## config.mk

```make
export PLATFORM = sky130hd
export DESIGN_NAME = uart_rx_os
export DESIGN_NICKNAME = d
export VERILOG_FILES = /design/src/rtl/uart_rx_os.sv
export SDC_FILE = /design/constraint.sdc
export NUM_CORES = 1
export LEC_CHECK = 0
export BUFFER_PORTS_ARGS = -buffer_cell sky130_fd_sc_hd__buf_2
export CORE_MARGIN = 4
export CORE_UTILIZATION = 60
export CTS_CLUSTER_SIZE = 25
export DETAILED_ROUTE_END_ITERATION = 12
export PLACE_DENSITY = 0.81
export SLEW_MARGIN = 20
export SYNTH_ARGS = -nofsm -noshare
export SYNTH_HDL_FRONTEND = slang
export SYNTH_SLANG_ARGS = --single-unit
```

## constraint.sdc

```tcl
create_clock -name i_clock -period 3.2 [get_ports i_clock]
set_input_delay 0.64 -clock i_clock [delete_from_list [all_inputs] [get_ports i_clock]]
set_output_delay 0.64 -clock i_clock [all_outputs]
set_load 0.01 [all_outputs]
```

## src/rtl/uart_rx_os.sv

```systemverilog
// Oversampling UART receiver: 2-flop synchroniser, tick-gated majority-vote FSM,
// and a single-word output register with read handshake and sticky overrun.
module uart_rx_os #(
  parameter int unsigned c_OVERSAMPLE = 3,
  parameter int unsigned c_DATABITS   = 8,
  parameter int unsigned c_PARITY     = 0,
  parameter int unsigned c_STOPBITS   = 1
) (
  input  logic                  i_clock,
  input  logic                  i_reset_n,
  input  logic                  i_tick,
  input  logic                  i_rx,
  input  logic                  i_read,
  output logic [c_DATABITS-1:0] o_data,
  output logic                  o_avail,
  output logic                  o_parity_err,
  output logic                  o_frame_err,
  output logic                  o_break,
  output logic                  o_overrun
);

  localparam int unsigned TW  = $clog2(c_OVERSAMPLE);
  localparam int unsigned BW  = $clog2(c_DATABITS + 1);
  localparam int unsigned MID = c_OVERSAMPLE / 2;

  localparam logic [TW-1:0] T_S0   = TW'(MID - 1);
  localparam logic [TW-1:0] T_S1   = TW'(MID);
  localparam logic [TW-1:0] T_VOTE = TW'(MID + 1);
  localparam logic [TW-1:0] T_LAST = TW'(c_OVERSAMPLE - 1);
  localparam logic [BW-1:0] B_LAST = BW'(c_DATABITS - 1);
  localparam logic          HAS_PAR = (c_PARITY != 0);
  localparam logic          S_LAST  = (c_STOPBITS == 2);

  typedef enum logic [2:0] {S_IDLE, S_START, S_DATA, S_PARITY, S_STOP} state_t;

  state_t                r_STATE;
  logic [1:0]            r_SYNC;
  logic                  r_PREV;
  logic [TW-1:0]         r_TCNT;
  logic [BW-1:0]         r_BCNT;
  logic                  r_SCNT;
  logic                  r_S0;
  logic                  r_S1;
  logic [c_DATABITS-1:0] r_SHIFT;
  logic                  r_PBIT;
  logic                  r_FERR;

  logic w_rx;
  logic w_vote;
  logic w_ferr;
  logic w_perr;
  logic w_break;
  logic w_done;

  assign w_rx    = r_SYNC[1];
  // Third sample is the live level at index mid+1, so the vote is ready on that tick.
  assign w_vote  = (r_S0 & r_S1) | (r_S0 & w_rx) | (r_S1 & w_rx);
  assign w_ferr  = r_FERR | ~w_vote;
  assign w_perr  = HAS_PAR && ((^r_SHIFT ^ r_PBIT) != (c_PARITY == 1));
  assign w_break = w_ferr && (r_SHIFT == '0) && (!HAS_PAR || !r_PBIT);
  assign w_done  = i_tick && (r_STATE == S_STOP) && (r_TCNT == T_VOTE) && (r_SCNT == S_LAST);

  always_ff @(posedge i_clock or negedge i_reset_n) begin
    if (!i_reset_n) r_SYNC <= 2'b11;
    else            r_SYNC <= {r_SYNC[0], i_rx};
  end

  always_ff @(posedge i_clock or negedge i_reset_n) begin
    if (!i_reset_n) begin
      r_STATE      <= S_IDLE;
      r_PREV       <= 1'b0;
      r_TCNT       <= '0;
      r_BCNT       <= '0;
      r_SCNT       <= 1'b0;
      r_S0         <= 1'b0;
      r_S1         <= 1'b0;
      r_SHIFT      <= '0;
      r_PBIT       <= 1'b0;
      r_FERR       <= 1'b0;
      o_data       <= '0;
      o_avail      <= 1'b0;
      o_parity_err <= 1'b0;
      o_frame_err  <= 1'b0;
      o_break      <= 1'b0;
      o_overrun    <= 1'b0;
    end else begin
      if (i_tick) begin
        if (r_STATE != S_IDLE) begin
          r_TCNT <= (r_TCNT == T_LAST) ? '0 : r_TCNT + 1'b1;
          if (r_TCNT == T_S0) r_S0 <= w_rx;
          if (r_TCNT == T_S1) r_S1 <= w_rx;
        end
        // Bit actions fire at index mid+1, state advances at the bit's last index;
        // both can land on the same tick for small oversample factors.
        case (r_STATE)
          S_IDLE: begin
            r_PREV <= w_rx;
            if (r_PREV && !w_rx) begin
              r_STATE <= S_START;
              r_TCNT  <= TW'(1);
              r_S0    <= 1'b0;
              r_BCNT  <= '0;
              r_SCNT  <= 1'b0;
              r_FERR  <= 1'b0;
            end
          end
          S_START: begin
            if (r_TCNT == T_VOTE && w_vote) begin
              r_STATE <= S_IDLE;
              r_PREV  <= 1'b1;
              r_TCNT  <= '0;
            end else if (r_TCNT == T_LAST) begin
              r_STATE <= S_DATA;
            end
          end
          S_DATA: begin
            if (r_TCNT == T_VOTE) r_SHIFT <= {w_vote, r_SHIFT[c_DATABITS-1:1]};
            if (r_TCNT == T_LAST) begin
              if (r_BCNT == B_LAST) r_STATE <= HAS_PAR ? S_PARITY : S_STOP;
              else                  r_BCNT  <= r_BCNT + 1'b1;
            end
          end
          S_PARITY: begin
            if (r_TCNT == T_VOTE) r_PBIT  <= w_vote;
            if (r_TCNT == T_LAST) r_STATE <= S_STOP;
          end
          S_STOP: begin
            if (r_TCNT == T_VOTE) begin
              r_FERR <= w_ferr;
              if (r_SCNT == S_LAST) begin
                r_STATE <= S_IDLE;
                r_PREV  <= w_vote;
                r_TCNT  <= '0;
              end
            end
            if (r_TCNT == T_LAST && r_SCNT != S_LAST) r_SCNT <= 1'b1;
          end
          default: r_STATE <= S_IDLE;
        endcase
      end

      if (w_done) begin
        o_data       <= r_SHIFT;
        o_parity_err <= w_perr;
        o_frame_err  <= w_ferr;
        o_break      <= w_break;
        o_avail      <= 1'b1;
        if (o_avail) o_overrun <= !i_read;
      end else if (i_read && o_avail) begin
        o_avail   <= 1'b0;
        o_overrun <= 1'b0;
      end
    end
  end

endmodule
```

==> flow_metrics.tcl <==
set metrics [dict create \
    cp_slowest_cell "dfrtp_1" \
    ant_nets 0 \
    h-tree-depth 2 \
    slew_headroom_pct 48.25 \
    yosys.area.top_type "dfrtp_1" \
    synth_top_area_share_pct 49.93 \
    coreArea_um2 2734 \
    comb_power_share_pct 26.9 \
    p_sw_mw 0.4056 \
    die_x_um 61.30 \
    drive_above_1_share_pct 34.84 \
    synth.distinct_cells 46 \
    drv_slew 0 \
    cts.sinks 36 \
    pwr-share-clk_pct 21.7 \
    wl_per_cell_um 16.30 \
    synth_area_um2 1704 \
    grt_pass1_vias 1079 \
    rows 19 \
    numCtsBuffers 5 \
    gp_congestion 0.8210 \
    max_clock_freq_mhz 521.5 \
    yosys_most_used_dff "dfrtp_1" \
    insertion_delay_ns 0.34 \
    vias_per_cell 5.995 \
    avgSynthCellArea_um2 12.35 \
    tns_ns 0 \
    cts_tree "done" \
    synth_enable_flop_cells 0 \
    critPathCaptureType "flop" \
    synth_nets 144 \
    antenna_found_initial 0 \
    crit_chain "nor2_1 -> and4_1 -> mux2_2" \
    synth_async_sr_flop_share_pct 100.0 \
    cap_violations 0 \
    synth_seq_area_share_pct 53.01 \
    finalNetCount 160 \
    setup_ws_ns 1.282 \
    diodes 0 \
    finalCriticalPeriod_ns 1.918 \
    vias 1115 \
    hold_viol 0 \
    intPower_mw 0.7786 \
    routed_wl_um 3032 \
    initial_core_util_pct 62.33 \
    min_path_type "reg2reg" \
    die_area_um2 3757 \
    grt_max_degree 37 \
    grt_use_total_pct 18.69 \
    cp-start-kind "flop" \
    io_buffers 16 \
    leakagePower_nw 0.9416 \
    final_util_pct 67.14 \
    switching_share_pct 34.25 \
    clk_pin_slew_ns 0.10 \
    rsz0062_at_grt "false" \
    cts_max_path_buffers 2 \
    fillers 213 \
    pin_count 18 \
    place_ws_ns 1.347 \
    worst_pin_slew_ns 0.7762 \
    cts_setup_buffers 0 \
    rr_startpoint "r_STATE[2]$_DFFE_PN0P_" \
    irDropWorstVdd_v 0.0005238 \
    dp_hpwl_um 2170 \
    finalCritPeriodShare_pct 59.92 \
    post-synth-top-count-cell "dfrtp_1" \
    hp-start "r_SYNC[0]$_DFF_PN1_" \
    synth-seq-cells 36 \
    yosysWarnings 0 \
    arrival_ns 2.15 \
    crit_buf_inv 0 \
    power_density_nw_per_um2 645.2 \
    crit_type "reg2reg" \
    skew_ns 0.006478 \
    cp_top_family "simple AND/OR/NAND/NOR gates" \
    overflow 0 \
    syn_inst 138 \
    first_pass_iters 4 \
    cp.required_ns 3.43 \
    synth_area_leaders "dfrtp_1, mux2_2, mux2_4, dfstp_2, a21oi_1" \
    syn_to_final_growth_pct 7.709 \
    root_buffer "clkbuf_4" \
    path_max_fanout 14 \
    status "finished clean" \
    ctsHoldBuffers 0 \
    grt_pass1_wl_um 4954 \
    crit_start "r_STATE[2]$_DFFE_PN0P_" \
    p_total_mw 1.184 \
    drt-initial-drc-count 33 \
    fp.dieH_um 61.30 \
    drc_errors 0 \
    synth_common_cells "dfrtp_1, mux2_2, nor2_1" \
    setup_viol 0 \
    max_stage_delay_ns 0.54 \
    seq_power_share_pct 51.4 \
    cts_resized 0 \
]
## final cells by class
| class | count | area [um2] | share of cell area (%) |
|---|---|---|---|
| Clock inverter | 1 | 7.507 | 0.4090 |
| Inverter | 5 | 18.77 | 1.022 |
| Multi-Input combinational cell | 90 | 732.0 | 39.88 |
| Tap cell | 31 | 38.79 | 2.113 |
| Sequential cell | 36 | 903.4 | 49.22 |
| Clock buffer | 7 | 55.05 | 2.999 |
| Timing Repair Buffer | 16 | 80.08 | 4.363 |
## flip-flops by register name (all words and copies together), names as in the netlist
signal and cells:
o_frame_err 1, r_SCNT 1, r_FERR 1, r_SYNC 2
r_SHIFT 8, r_TCNT 2, r_BCNT 4, r_STATE 3
o_break 1, r_PREV 1, r_S0 1, o_data 8
o_overrun 1, o_avail 1, r_S1 1
## through the flow
| stage | area, um2 | cells | hold slack, ns |
|---|---|---|---|
| 2_1_floorplan | 1704 | 138 | 0.3444 |
| 3_3_place_gp | 1773 | 178 | 0.3468 |
| 3_5_place_dp | 1773 | 178 | 0.3488 |
| 4_1_cts | 1836 | 186 | 0.3643 |
| 5_1_grt | 1836 | 186 | 0.3668 |
| 6_report | 1836 | 186 | 0.3638 |
## worst reg2reg max path: stages, from the launching register on
cell and delay (ns):
dfrtp_1 0.54, nor2_1 0.35, and4_1 0.52, mux2_2 0.40
## cells by family after synthesis
| family | share of synthesized area, % |
|---|---|
| multiplexers | 16.45 |
| AO/OA/AOI/OAI | 8.812 |
| AND/OR/NAND/NOR | 16.15 |
| other | 0.2201 |
| adder cells (fa/ha/maj) | 1.321 |
| flip-flops | 53.01 |
| buffers and inverters | 4.038 |
## path summary, 6_finish.rpt
check                                         end  slack (ns)  cells after the start
min in group asynchronous     o_break$_DFFE_PN0P_        0.37                      1
hold / removal                r_SYNC[1]$_DFF_PN1_        0.36                      0
max in group asynchronous      r_PREV$_DFFE_PN0P_        2.35                      1
setup / recovery           r_SHIFT[2]$_DFFE_PN0P_        1.28                      3
hold reg to reg               r_SYNC[1]$_DFF_PN1_        0.36                      0
setup reg to reg           r_SHIFT[2]$_DFFE_PN0P_        1.28                      3
## layout by cell type, fill, tap and decap left out, types with 4 or more instances in the layout
cell type  Yosys  layout
mux2_4         6       6
buf_2          1      16
a21oi_1        6       6
o21ai_0        4       4
clkbuf_4       0       5
mux2_2        16      16
nand2_1        4       4
dfrtp_1       34      34
nor2_1         7       7
inv_1          5       5
## power by group through the flow
stage,registers [mW],clock network (mW),logic (mW)
floorplan,0.578,0,0.288
CTS,0.607,0.264,0.321
global placement,0.611,0,0.307
global route,0.624,0.285,0.354
finish,0.609,0.256,0.319
detailed placement,0.617,0,0.320
## layer usage
metal  GRT usage, %  wire length (um)  vias up
met5              0                 0        -
met4          10.84                64        0
met3          6.080               150        7
met2          26.44              1385       26
met1          25.10              1431      550
li1               -                 -      532
Power figures use the tool's default switching activity.
